`src/rtl/inst_pkg.sv`:
```
// rtl/inst_pkg.sv - shared types and field positions for the instruction encode loader
package inst_pkg;

  typedef enum logic [1:0] {
    FMT_R   = 2'd0,
    FMT_I   = 2'd1,
    FMT_J   = 2'd2,
    FMT_BAD = 2'd3
  } fmt_e;

  typedef enum logic [1:0] {
    ST_IDLE  = 2'd0,
    ST_LOAD  = 2'd1,
    ST_FLUSH = 2'd2
  } state_e;

  localparam int OPC_LSB = 26;
  localparam int RD_LSB  = 21;
  localparam int RS_LSB  = 16;
  localparam int RT_LSB  = 11;
  localparam int SH_LSB  = 6;

  localparam int OPC_W   = 6;
  localparam int REG_W   = 5;
  localparam int FUNCT_W = 6;
  localparam int IMM_W   = 16;
  localparam int JUMP_W  = 26;

endpackage

```
`src/rtl/inst_encode_loader_if.sv`:
```
// rtl/inst_encode_loader_if.sv - field bundle stream and memory write port
interface inst_encode_loader_if #(
  parameter int ADDR_W = 8
);
  logic              in_valid;
  logic              in_ready;
  logic              in_last;
  logic [1:0]        fmt;
  logic [5:0]        opcode;
  logic [4:0]        rd;
  logic [4:0]        rs;
  logic [4:0]        rt;
  logic [4:0]        shift;
  logic [5:0]        funct;
  logic [15:0]       imm;
  logic [25:0]       jump;
  logic              mem_we;
  logic [ADDR_W-1:0] mem_addr;
  logic [31:0]       mem_wdata;

  modport master (
    output in_valid, in_last, fmt, opcode, rd, rs, rt, shift, funct, imm, jump,
    input  in_ready, mem_we, mem_addr, mem_wdata
  );

  modport slave (
    input  in_valid, in_last, fmt, opcode, rd, rs, rt, shift, funct, imm, jump,
    output in_ready, mem_we, mem_addr, mem_wdata
  );
endinterface

```
`src/rtl/inst_field_pack.sv`:
```
// rtl/inst_field_pack.sv - combinational packing of R/I/J field bundles into a 32-bit word
module inst_field_pack
  import inst_pkg::*;
(
  input  logic [1:0]  fmt,
  input  logic [5:0]  opcode,
  input  logic [4:0]  rd,
  input  logic [4:0]  rs,
  input  logic [4:0]  rt,
  input  logic [4:0]  shift,
  input  logic [5:0]  funct,
  input  logic [15:0] imm,
  input  logic [25:0] jump,
  output logic [31:0] word,
  output logic        illegal
);

  always_comb begin
    word    = '0;
    illegal = 1'b0;
    word[OPC_LSB +: OPC_W] = opcode;
    case (fmt_e'(fmt))
      FMT_R: begin
        word[RD_LSB +: REG_W]  = rd;
        word[RS_LSB +: REG_W]  = rs;
        word[RT_LSB +: REG_W]  = rt;
        word[SH_LSB +: REG_W]  = shift;
        word[0 +: FUNCT_W]     = funct;
      end
      FMT_I: begin
        word[RD_LSB +: REG_W]  = rd;
        word[RS_LSB +: REG_W]  = rs;
        word[0 +: IMM_W]       = imm;
      end
      FMT_J: begin
        word[0 +: JUMP_W]      = jump;
      end
      default: begin
        word    = '0;
        illegal = 1'b1;
      end
    endcase
  end

endmodule

```
`src/rtl/inst_encode_loader.sv`:
```
// rtl/inst_encode_loader.sv - session FSM, one-stage encode pipeline and address/count tracking
// Optional XOR checksum of written words when INST_LOADER_CHECKSUM_EN is defined.
module inst_encode_loader
  import inst_pkg::*;
#(
  parameter int ADDR_W    = 8,
  parameter int MAX_WORDS = 256
) (
  input  logic                clk,
  input  logic                rst,
  input  logic                start,
  input  logic [ADDR_W-1:0]   base_addr,
  inst_encode_loader_if.slave bus,
  output logic                busy,
  output logic                done,
  output logic                err_fmt,
  output logic                err_full,
  output logic [ADDR_W:0]     word_count
`ifdef INST_LOADER_CHECKSUM_EN
  ,
  output logic [31:0]         checksum
`endif
);

  localparam logic [ADDR_W:0] LAST_CNT = (ADDR_W+1)'(MAX_WORDS - 1);

  state_e              state_q, state_d;
  logic [ADDR_W-1:0]   addr_q, addr_d;
  logic [ADDR_W:0]     count_q, count_d;
  logic [ADDR_W:0]     acc_q, acc_d;
  logic                wr_valid_q, wr_valid_d;
  logic [31:0]         wr_word_q, wr_word_d;
  logic                err_fmt_q, err_fmt_d;
  logic                err_full_q, err_full_d;
`ifdef INST_LOADER_CHECKSUM_EN
  logic [31:0]         csum_q, csum_d;
`endif

  logic [31:0]         packed_word;
  logic                packed_bad;
  logic                accept;

  inst_field_pack u_pack (
    .fmt     (bus.fmt),
    .opcode  (bus.opcode),
    .rd      (bus.rd),
    .rs      (bus.rs),
    .rt      (bus.rt),
    .shift   (bus.shift),
    .funct   (bus.funct),
    .imm     (bus.imm),
    .jump    (bus.jump),
    .word    (packed_word),
    .illegal (packed_bad)
  );

  assign bus.in_ready  = (state_q == ST_LOAD);
  assign accept        = bus.in_valid && bus.in_ready;
  assign bus.mem_we    = wr_valid_q;
  assign bus.mem_addr  = addr_q;
  assign bus.mem_wdata = wr_word_q;
  assign busy          = (state_q != ST_IDLE);
  assign err_fmt       = err_fmt_q;
  assign err_full      = err_full_q;
  assign word_count    = count_q;
`ifdef INST_LOADER_CHECKSUM_EN
  assign checksum      = csum_q;
`endif

  always_comb begin
    state_d    = state_q;
    addr_d     = addr_q;
    count_d    = count_q;
    acc_d      = acc_q;
    wr_valid_d = 1'b0;
    wr_word_d  = wr_word_q;
    err_fmt_d  = err_fmt_q;
    err_full_d = err_full_q;
    done       = 1'b0;
`ifdef INST_LOADER_CHECKSUM_EN
    csum_d     = csum_q;
`endif

    // Address and count advance as each write leaves the pipeline register.
    if (wr_valid_q) begin
      addr_d  = addr_q + ADDR_W'(1);
      count_d = count_q + (ADDR_W+1)'(1);
`ifdef INST_LOADER_CHECKSUM_EN
      csum_d  = csum_q ^ wr_word_q;
`endif
    end

    case (state_q)
      ST_IDLE: begin
        if (start) begin
          state_d    = ST_LOAD;
          addr_d     = base_addr;
          count_d    = '0;
          acc_d      = '0;
          err_fmt_d  = 1'b0;
          err_full_d = 1'b0;
`ifdef INST_LOADER_CHECKSUM_EN
          csum_d     = '0;
`endif
        end
      end
      ST_LOAD: begin
        if (accept) begin
          if (packed_bad) begin
            err_fmt_d = 1'b1;
            if (bus.in_last) state_d = ST_FLUSH;
          end else begin
            wr_valid_d = 1'b1;
            wr_word_d  = packed_word;
            acc_d      = acc_q + (ADDR_W+1)'(1);
            if (bus.in_last) begin
              state_d = ST_FLUSH;
            end else if (acc_q == LAST_CNT) begin
              state_d    = ST_FLUSH;
              err_full_d = 1'b1;
            end
          end
        end
      end
      ST_FLUSH: begin
        // Hold until the final write has drained so done sees the final count.
        if (!wr_valid_q) begin
          done    = 1'b1;
          state_d = ST_IDLE;
        end
      end
      default: state_d = ST_IDLE;
    endcase
  end

  always_ff @(posedge clk or posedge rst) begin
    if (rst) begin
      state_q    <= ST_IDLE;
      addr_q     <= '0;
      count_q    <= '0;
      acc_q      <= '0;
      wr_valid_q <= 1'b0;
      wr_word_q  <= '0;
      err_fmt_q  <= 1'b0;
      err_full_q <= 1'b0;
`ifdef INST_LOADER_CHECKSUM_EN
      csum_q     <= '0;
`endif
    end else begin
      state_q    <= state_d;
      addr_q     <= addr_d;
      count_q    <= count_d;
      acc_q      <= acc_d;
      wr_valid_q <= wr_valid_d;
      wr_word_q  <= wr_word_d;
      err_fmt_q  <= err_fmt_d;
      err_full_q <= err_full_d;
`ifdef INST_LOADER_CHECKSUM_EN
      csum_q     <= csum_d;
`endif
    end
  end

endmodule

```
`src/flat_wrapper.sv`:
```
// flat-port wrapper written by rule: the top's interface ports become plain ports
module inst_encode_loader_flat import inst_pkg::*;
#(
  parameter int ADDR_W    = 8,
  parameter int MAX_WORDS = 256
)
  (clk, rst, start, base_addr, busy, done, err_fmt, err_full, word_count, bus_in_valid, bus_in_last, bus_fmt, bus_opcode, bus_rd, bus_rs, bus_rt, bus_shift, bus_funct, bus_imm, bus_jump, bus_in_ready, bus_mem_we, bus_mem_addr, bus_mem_wdata);
  inst_encode_loader_if #(.ADDR_W(ADDR_W)) bus_i ();
  input  logic clk;
  input  logic rst;
  input  logic start;
  input  logic [ADDR_W-1:0] base_addr;
  output logic busy;
  output logic done;
  output logic err_fmt;
  output logic err_full;
  output logic [ADDR_W:0] word_count;
  input wire logic [$bits(bus_i.in_valid)-1:0] bus_in_valid;
  input wire logic [$bits(bus_i.in_last)-1:0] bus_in_last;
  input wire logic [$bits(bus_i.fmt)-1:0] bus_fmt;
  input wire logic [$bits(bus_i.opcode)-1:0] bus_opcode;
  input wire logic [$bits(bus_i.rd)-1:0] bus_rd;
  input wire logic [$bits(bus_i.rs)-1:0] bus_rs;
  input wire logic [$bits(bus_i.rt)-1:0] bus_rt;
  input wire logic [$bits(bus_i.shift)-1:0] bus_shift;
  input wire logic [$bits(bus_i.funct)-1:0] bus_funct;
  input wire logic [$bits(bus_i.imm)-1:0] bus_imm;
  input wire logic [$bits(bus_i.jump)-1:0] bus_jump;
  output wire logic [$bits(bus_i.in_ready)-1:0] bus_in_ready;
  output wire logic [$bits(bus_i.mem_we)-1:0] bus_mem_we;
  output wire logic [$bits(bus_i.mem_addr)-1:0] bus_mem_addr;
  output wire logic [$bits(bus_i.mem_wdata)-1:0] bus_mem_wdata;
  assign bus_i.in_valid = bus_in_valid;
  assign bus_i.in_last = bus_in_last;
  assign bus_i.fmt = bus_fmt;
  assign bus_i.opcode = bus_opcode;
  assign bus_i.rd = bus_rd;
  assign bus_i.rs = bus_rs;
  assign bus_i.rt = bus_rt;
  assign bus_i.shift = bus_shift;
  assign bus_i.funct = bus_funct;
  assign bus_i.imm = bus_imm;
  assign bus_i.jump = bus_jump;
  assign bus_in_ready = bus_i.in_ready;
  assign bus_mem_we = bus_i.mem_we;
  assign bus_mem_addr = bus_i.mem_addr;
  assign bus_mem_wdata = bus_i.mem_wdata;
  inst_encode_loader #(.ADDR_W(ADDR_W), .MAX_WORDS(MAX_WORDS)) u_core (.clk(clk), .rst(rst), .start(start), .base_addr(base_addr), .bus(bus_i), .busy(busy), .done(done), .err_fmt(err_fmt), .err_full(err_full), .word_count(word_count));
endmodule
```
`config.mk`:
```
export PLATFORM = sky130hd
export DESIGN_NAME = inst_encode_loader_flat
export DESIGN_NICKNAME = d
export VERILOG_FILES = /design/src/rtl/inst_pkg.sv /design/src/rtl/inst_encode_loader_if.sv /design/src/rtl/inst_field_pack.sv /design/src/rtl/inst_encode_loader.sv /design/src/flat_wrapper.sv
export SDC_FILE = /design/constraint.sdc
export NUM_CORES = 1
export LEC_CHECK = 0
export CAP_MARGIN = 0
export CORE_MARGIN = 2
export CORE_UTILIZATION = 60
export DETAILED_ROUTE_END_ITERATION = 8
export DONT_BUFFER_PORTS = 1
export MAX_ROUTING_LAYER = met4
export PLACE_DENSITY = 0.76
export REMOVE_ABC_BUFFERS = 1
export SETUP_SLACK_MARGIN = 0.15
export SYNTH_ARGS = -nofsm -noshare
export SYNTH_HDL_FRONTEND = slang
export SYNTH_SLANG_ARGS = --single-unit
```
`constraint.sdc`:
```
create_clock -name clk -period 3.4 [get_ports clk]
set_input_delay 0.17 -clock clk [delete_from_list [all_inputs] [get_ports clk]]
set_output_delay 0.17 -clock clk [all_outputs]
set_load 0.02 [all_outputs]
```
* Word-level counts from Yosys, hierarchy flattened
Cells that the tools add are included.
** Word-level totals
- Register bits after elaboration :: 63
- Output and inout port bits :: 55
** Operators by class
- Add/subtract/negate cells :: 3
- Eq/ne operators :: 14
- Reductions and logical operators :: 11
- Mux-type cells :: 33
** Operators with widths (number)
- case mux 26 bit (3 select lines) :: 1
- 2-to-1 mux 9 bit :: 6
- 2-to-1 mux 8 bit :: 3
- adder 9 x 1 -> 9 bit (second input constant) :: 2
- case mux 9 bit (2 select lines) :: 1
- 2-to-1 mux 2 bit :: 7
- inequality test 2 bit (second input constant) :: 7
- 2-to-1 mux 1 bit :: 12
- == test 9 x 8 -> 1 bit (second input constant) :: 1
- adder 8 x 1 -> 8 bit (second input constant) :: 1
- AND reduction 4 bit :: 2
- inequality test 3 bit (second input constant) :: 2
- case mux 2 bit (3 select lines) :: 1
- AND reduction 6 bit :: 1
- AND reduction 5 bit :: 1
- == test 2 x 1 -> 1 bit (second input constant) :: 2
- == test 2 bit (second input constant) :: 2
- zero test 2 bit :: 2
- case mux 1 bit (2 select lines) :: 2
- nonzero test 2 bit :: 2
- AND reduction 3 bit :: 1
- OR reduction 3 bit :: 1
- logical AND 1 bit :: 1

* Logic depth before layout (Yosys ltp)
Gate-level depths: netlist of the first run.
- Word-level depth :: 6
- Gate-level depth with buffers :: 7

* Hierarchy
Synthesis of the first run repeated with hierarchy kept, for this count alone.
** Second synthesis, totals
- Cell total of the unflattened synthesis :: 368
- Area total of the unflattened synthesis :: 3333.2 um^2
** Modules (own cells, without submodules)
- inst_encode_loader :: area an instance 2811.4 um^2, seq. area each 1576.5 um^2, cells each 308, instances 1
- inst_field_pack :: area an instance 521.8 um^2, seq. area each 0.0 um^2, cells each 60, instances 1

* Least setup slack after synthesis of the first run
No wires, ideal clock.
- Kind :: flip-flop to flip-flop
- Start point :: register u_core.acc_q[0]
- End point :: register u_core.state_q[0]
- Stages on the path, launching flop included :: 7
- Library setup time :: 0.099 ns
- Data required time :: 3.301 ns
- Path buffers :: 0
- Clock period less this slack :: 1.460 ns
- Arrival :: 1.361 ns
- Slack :: 1.940 ns
- Cell sequence :: dfrtp_1 -> ha_1 -> nand3_1 -> nor2_1 -> ha_1 -> a21o_1 -> a311oi_1
** Between the ends
- Word-level cells in the longest chain between the ends :: 3
** RTL lines
- from (decl) :: RTL line inst_encode_loader.sv:30 : logic [ADDR_W:0] acc_q, acc_d;
- from (signal assigned) :: RTL line inst_encode_loader.sv:141 : acc_q <= '0;
- from (signal assigned) :: RTL line inst_encode_loader.sv:153 : acc_q <= acc_d;
- == test 9 x 8 -> 1 bit :: RTL line inst_encode_loader.sv:118 : end else if (acc_q == LAST_CNT) begin
- inequality test 3 bit (no line)
- AND reduction 5 bit (no line)
- to (signal assigned) :: RTL line inst_encode_loader.sv:150 : state_q <= state_d;
- to (decl) :: RTL line inst_encode_loader.sv:27 : state_e state_q, state_d;
No other way between the ends.
A chain may end at the register's enable or synchronous reset.

* Worst setup path after layout of the first run
- Start point :: register u_core.wr_valid_q (netlist: u_core.bus.mem_we)
- End point :: register u_core.addr_q[7] (netlist: u_core.bus.mem_addr[7])
** Between the ends
- Word-level cells in the longest chain between the ends :: 3
** RTL lines
- from (decl) :: RTL line inst_encode_loader.sv:31 : logic wr_valid_q, wr_valid_d;
- from (signal assigned) :: RTL line inst_encode_loader.sv:154 : wr_valid_q <= wr_valid_d;
- 2-to-1 mux 8 bit (*) :: RTL line inst_encode_loader.sv:85 : if (wr_valid_q) begin
- 2-to-1 mux 8 bit :: RTL line inst_encode_loader.sv:95 : if (start) begin
- 2-to-1 mux 8 bit (*) :: RTL line inst_encode_loader.sv:93 : case (state_q)
- net u_core.addr_d[7] :: RTL line inst_encode_loader.sv:28 : logic [ADDR_W-1:0] addr_q, addr_d;
- to (signal assigned) :: RTL line inst_encode_loader.sv:151 : addr_q <= addr_d;
- to (decl) :: RTL line inst_encode_loader.sv:28
Mark *: on every way through the listed nets, which the timed path passes. The rest lies on a longest branch.

==> results.cfg, run 1 <==
[run_status]
status = completed

[synth]
avgSynthCellArea_sq_um = 9.10
synth_top_cell_by_area = dfrtp_1
synth_async_sr_flop_share_pct = 100
synth_common_cells = dfrtp_1, nand2_1, a21oi_1
ys.flop_type = dfrtp_1
synth_most_common_cell = dfrtp_1
yosysWarnings = 0
ys_seq_area_share_pct = 49.0
synth_top_area_share_pct = 49.0
ys_ff_latch = 63
synth_edf_count = 0
synthCells = 354
syn_area_sq_mm = 0.00322
synth.area.top_cells = dfrtp_1, nand2_1, mux2i_1
synth_cell_types = 37

[timing]
setup_viol = 0
rsz0062_at_grt = false
finalCritPeriodShare_pct = 66.4
fmax_mhz = 443
slew_viol_final = 0
setup_slack_ns = 1.14
skew_ns = 0.00772
hold_viol = 0
period_needed_ns = 2.26
tightest_slew_ns = 1.13
relSlewSlack_pct = 24.6
setup-tns-final_ns = 0

[grt]
grt_pass1_wl_mm = 12.4
grt-busiest-layer = met2
grt_pass1_vias = 2583
grt_util_met1_pct = 32.6
grt_overflow = 0
grt_antenna_before_repair = 0
grt_max_degree = 48
grt_util_met3_pct = 7.76
use_met2_pct = 43.7
grt_use_total_pct = 27.3

[setup_path]
critPathLaunchType = register
worstSetupPathType = register to register
end_kind = register
worst-path-max-fanout = 14
arrival_ns = 2.47
cp_data_required_time_ns = 3.61

[routing]
drc = 0
vias_per_cell = 5.98
wl_mm = 7.85
num_vias = 2624
drtPass1Iterations = 4
ant_nets = 0
drt_iter0_drc = 154
wl_per_cell_um = 17.9

[clock_tree]
root_buffer = clkbuf_8
cts.clk_slew.worst_paths_ns = 0.07
cts_sinks = 63
clk_path_buf_depth = 2
cts_setup_buffers = 0
cts_inserted_buffers = 9
htree_num_levels = 3
cts_tree = yes
clk_latency_ns = 0.33

[die]
die_area_sq_mm = 0.00597
rows = 26
die_w_um = 77.3
core-area_sq_mm = 0.00514
die_h_um = 77.3
start_util_pct = 62.7
num_io_pins = 144

[place]
place_hpwl_mm = 5.12
dpl_worst_slack_ns = 1.24
dp_cells = 404
portBuffers = 0
gp_congestion = 0.767
placed_area_sq_mm = 0.00321

[power]
p_leak_nw = 1.58
powerDensity_mw_per_mm2 = 753
max-vdd-ir-drop_mv = 0.443

[cells_and_area]
n_fill_cell = 426
fin_cells = 439
layout.nets = 457
area_growth_pct = 13.2
antennaDiodeCount = 0
drive_gt1_share_pct = 5.96
design_area_sq_mm = 0.00364

[job]
drv_cap = 0

[min_path]
hold_class = input pin to register
[report_power, final]
part / leakage, nW / switching [mW] / internal (mW) / total (mW)
Clock: 0.120 / 0.305 / 0.489 / 0.794
Sequential: 0.804 / 0.493 / 0.963 / 1.46
Combinational: 0.661 / 0.268 / 0.226 / 0.494
[layout make-up]
type                            instances  area, sq um  area share (%)
Sequential cell                        63         1580            43.3
Multi-Input combinational cell        262         1510            41.3
Timing Repair Buffer                   21          205            5.63
Clock buffer                            9          124            3.40
Clock inverter                          7          120            3.30
Tap cell                               70         87.6            2.40
Inverter                                7         26.3           0.721
[path summary, 6_finish.rpt]
kind,start,cells after the start,endpoint,slack [ns]
setup / recovery,u_core.bus.mem_we,5,u_core.bus.mem_addr[7],1.14
hold / removal,bus_fmt[0],2,u_core.err_fmt,0.02
setup reg to reg,u_core.bus.mem_we,5,u_core.bus.mem_addr[7],1.14
hold reg to reg,u_core.acc_q[8],2,u_core.acc_q[8],0.53
max in group asynchronous,rst,3,u_core.bus.mem_wdata[6],2.07
min in group asynchronous,rst,2,u_core.word_count[8],0.51
[flip-flops by register name, indices dropped and copies added, names as in the netlist]
name                  flops
u_core.err_fmt            1
u_core.bus.mem_addr       8
u_core.err_full           1
u_core.bus.mem_wdata     32
u_core.state_q            2
u_core.word_count         9
u_core.bus.mem_we         1
u_core.acc_q              9
[logic make-up after synthesis]
family,Yosys count,share of synthesized area [%]
AND/OR/NAND/NOR,129,18.5
AO/OA/AOI/OAI,97,17.2
flip-flops,63,49.0
buffers and inverters,29,4.31
multiplexers,19,5.91
XOR/XNOR,13,3.54
adder cells (fa/ha/maj),4,1.55
[per-stage QoR]
stage	utilization (%)	hold WS (ns)	power, mW
after CTS	70.9	0.00763	2.75
after global placement	62.5	0.260	1.89
after global routing	70.9	0.0165	2.90
after floorplan	-	0.257	1.78
final	70.9	0.0177	2.74
after detailed placement	62.5	0.263	1.93
[critical path, stage by stage, from the launching register on]
cell	delay (ns)
dfrtp_1	0.76
nand4_1	0.29
nor3_1	0.28
xnor2_1	0.15
a21oi_1	0.09
dlygate4sd3_1	0.56
[routing by layer]
| metal | up-vias | share of wire [%] |
|---|---|---|
| met4 | 0 | 2.4 |
| met2 | 110 | 49 |
| met1 | 1252 | 41 |
| met5 | - | 0 |
| met3 | 12 | 7.3 |
| li1 | 1250 | - |
[cell usage in the layout, fill, tap and decap left out, drive strengths merged, types with 5 or more instances in the layout]
cell type / Yosys / final
nor3: 5 / 5
nor2: 31 / 31
dlygate4sd3: 0 / 19
mux2i: 19 / 19
clkbuf: 7 / 9
nand2: 58 / 58
nand4: 6 / 6
o31ai: 15 / 15
nand2b: 11 / 11
xor2: 7 / 7
o21ai: 31 / 31
o22ai: 10 / 10
xnor2: 6 / 6
dfrtp: 63 / 63
a21oi: 35 / 35
inv: 6 / 7
[what timing repair did]
item                                   4_1_cts  5_1_grt
resized for setup                            0        0
hold buffers                                19        0
endpoints found under the hold margin       72        0
(Power assumes the default switching activity.)
==> inputs of run 2 (changes only) <==
==> constraint.sdc (replaced) <==
create_clock -name clk -period 2.2 [get_ports clk]
set_input_delay 0.11 -clock clk [delete_from_list [all_inputs] [get_ports clk]]
set_output_delay 0.11 -clock clk [all_outputs]
set_load 0.02 [all_outputs]
==> results.cfg, run 2 (synthesized netlist as in run 1, its figures left out) <==
[clock_tree]
cts.clk_slew.worst_paths_ns = 0.07
clk_latency_ns = 0.33
clk_path_buf_depth = 2
cts_sinks = 63
root_buffer = clkbuf_8
cts_inserted_buffers = 9
cts_tree = yes
htree_num_levels = 3

[routing]
num_vias = 2870
vias_per_cell = 6.03
ant_nets = 0
drt_iter0_drc = 187
drtPass1Iterations = 4
wl_per_cell_um = 18.7
wl_mm = 8.90
drc = 0

[setup_path]
r2r_cells = 4
r2r-start = u_core.state_q[0]
path_cells = and3b_1, nand2b_1, o22ai_1, a21oi_1
ff2ff_setup_slack_ns = 0.29
crit_buf_inv = 0
worstSetupPathType = register to register
critPathLaunchType = register
cp_slowest_cell = dfrtp_1
arrival_ns = 2.10
cp_top_family = simple AND/OR/NAND/NOR gates
cp_data_required_time_ns = 2.39
end_kind = register
cp-startpoint = u_core.state_q[0]
r2r-end = u_core.bus.mem_wdata[21]
cp.depth = 4
worst-path-max-fanout = 13
crit_end = u_core.bus.mem_wdata[21]
cpPeakStageDelay_ns = 0.56

[die]
core-area_sq_mm = 0.00514
start_util_pct = 62.7
die_w_um = 77.3
die_area_sq_mm = 0.00597
die_h_um = 77.3
rows = 26
num_io_pins = 144

[cells_and_area]
final_common_cell = dfrtp_1
area_growth_pct = 23.6
layout_common_cells = dfrtp_1, nand2_1, dlygate4sd3_1
design_area_sq_mm = 0.00398
antennaDiodeCount = 0
largest_register_ffs = 32
drive_gt1_share_pct = 6.16
utilization_pct = 77.4
layout.nets = 495
fin_cells = 476

[grt]
grt_pass1_wl_mm = 14.1
grt_max_degree = 57
grt_use_total_pct = 31.4
grt_pass1_vias = 2934
grt_overflow = 0
grt_antenna_before_repair = 0

[timing]
slew_viol_final = 0
period_needed_ns = 1.91
finalCritPeriodShare_pct = 86.9
relSlewSlack_pct = 25.6
setup_viol = 0
skew_ns = 0.00607
holdWs_ns = 0.0203
setup-tns-final_ns = 0
fmax_mhz = 523
hold_viol = 0
tightest_slew_ns = 1.11
rsz0062_at_grt = false

[place]
gp_congestion = 0.743
portBuffers = 0
dp_cells = 408
place_hpwl_mm = 5.04
placed_area_sq_mm = 0.00325

[power]
p_leak_nw = 1.74
powerDensity_mw_per_mm2 = 1040
max-vdd-ir-drop_mv = 0.610

[job]
drv_cap = 0

[min_path]
hold_class = input pin to register

[run_status]
status = completed
[run 2: changes by cell type in the layout (fill, tap and decap cells not counted), sizes merged, moves of 2 or more]
cell / before / now
clkbuf: 9 / 11
bufinv: 3 / 1
dlygate4sd3: 19 / 53
buf: 2 / 6
[run 2: power by group]
part           internal (mW)  total, mW  switching, mW
sequential              1.49       2.25          0.764
clock                  0.573       1.00          0.428
combinational          0.401      0.866          0.465
[run 2: worst min-delay path by stage]
stage | startpoint | endpoint | slack, ns | cells past startpoint
global placement | rst | u_core.word_count[7] | -0.08 | 1
finish | bus_fmt[1] | u_core.bus.mem_wdata[10] | 0.02 | 3
CTS | bus_fmt[0] | u_core.bus.mem_wdata[18] | 0.0005 | 2
detailed placement | rst | u_core.word_count[7] | -0.09 | 1
global route | bus_jump[19] | u_core.bus.mem_wdata[19] | 0.02 | 2
floorplan | bus_fmt[1] | u_core.bus.mem_wdata[16] | 0.20 | 1
[run 2: worst reg2reg max path, cell delays in order, from the launching register on]
cell and delay (ns):
dfrtp_1 0.56, and3b_1 0.55, nand2b_1 0.35, o22ai_1 0.24, a21oi_1 0.07
[run 2: final cells by class]
class                      count  area (sq um)
multi-input combinational    262          1510
clock buffer                  11           151
fill                         363          1160
inverter                       7          26.3
sequential                    63          1580
tap                           70          87.6
clock inverter                 4          45.0
timing repair buffer          59           588
[run 2: metal layers]
metal / wire, um / up-vias / GRT usage [%]
li1: - / 1331 / -
met1: 3370 / 1357 / 36.1
met2: 4560 / 158 / 51.7
met3: 708 / 24 / 8.35
met4: 257 / 0 / 13.6
met5: 0 / - / -
[run 2: per-stage QoR]
step,setup WS (ns),total power [mW]
detailed placement,0.408,3.00
CTS,0.401,4.09
global placement,0.500,2.95
global route,0.164,4.34
finish,0.288,4.12
floorplan,-0.0289,2.74
[run 2: repair_timing]
| action | in CTS | in global routing |
|---|---|---|
| gates resized for setup | 0 | 0 |
| endpoints found under the hold margin | 106 | 0 |
| hold buffers | 53 | 0 |
| buffers inserted | 0 | 0 |
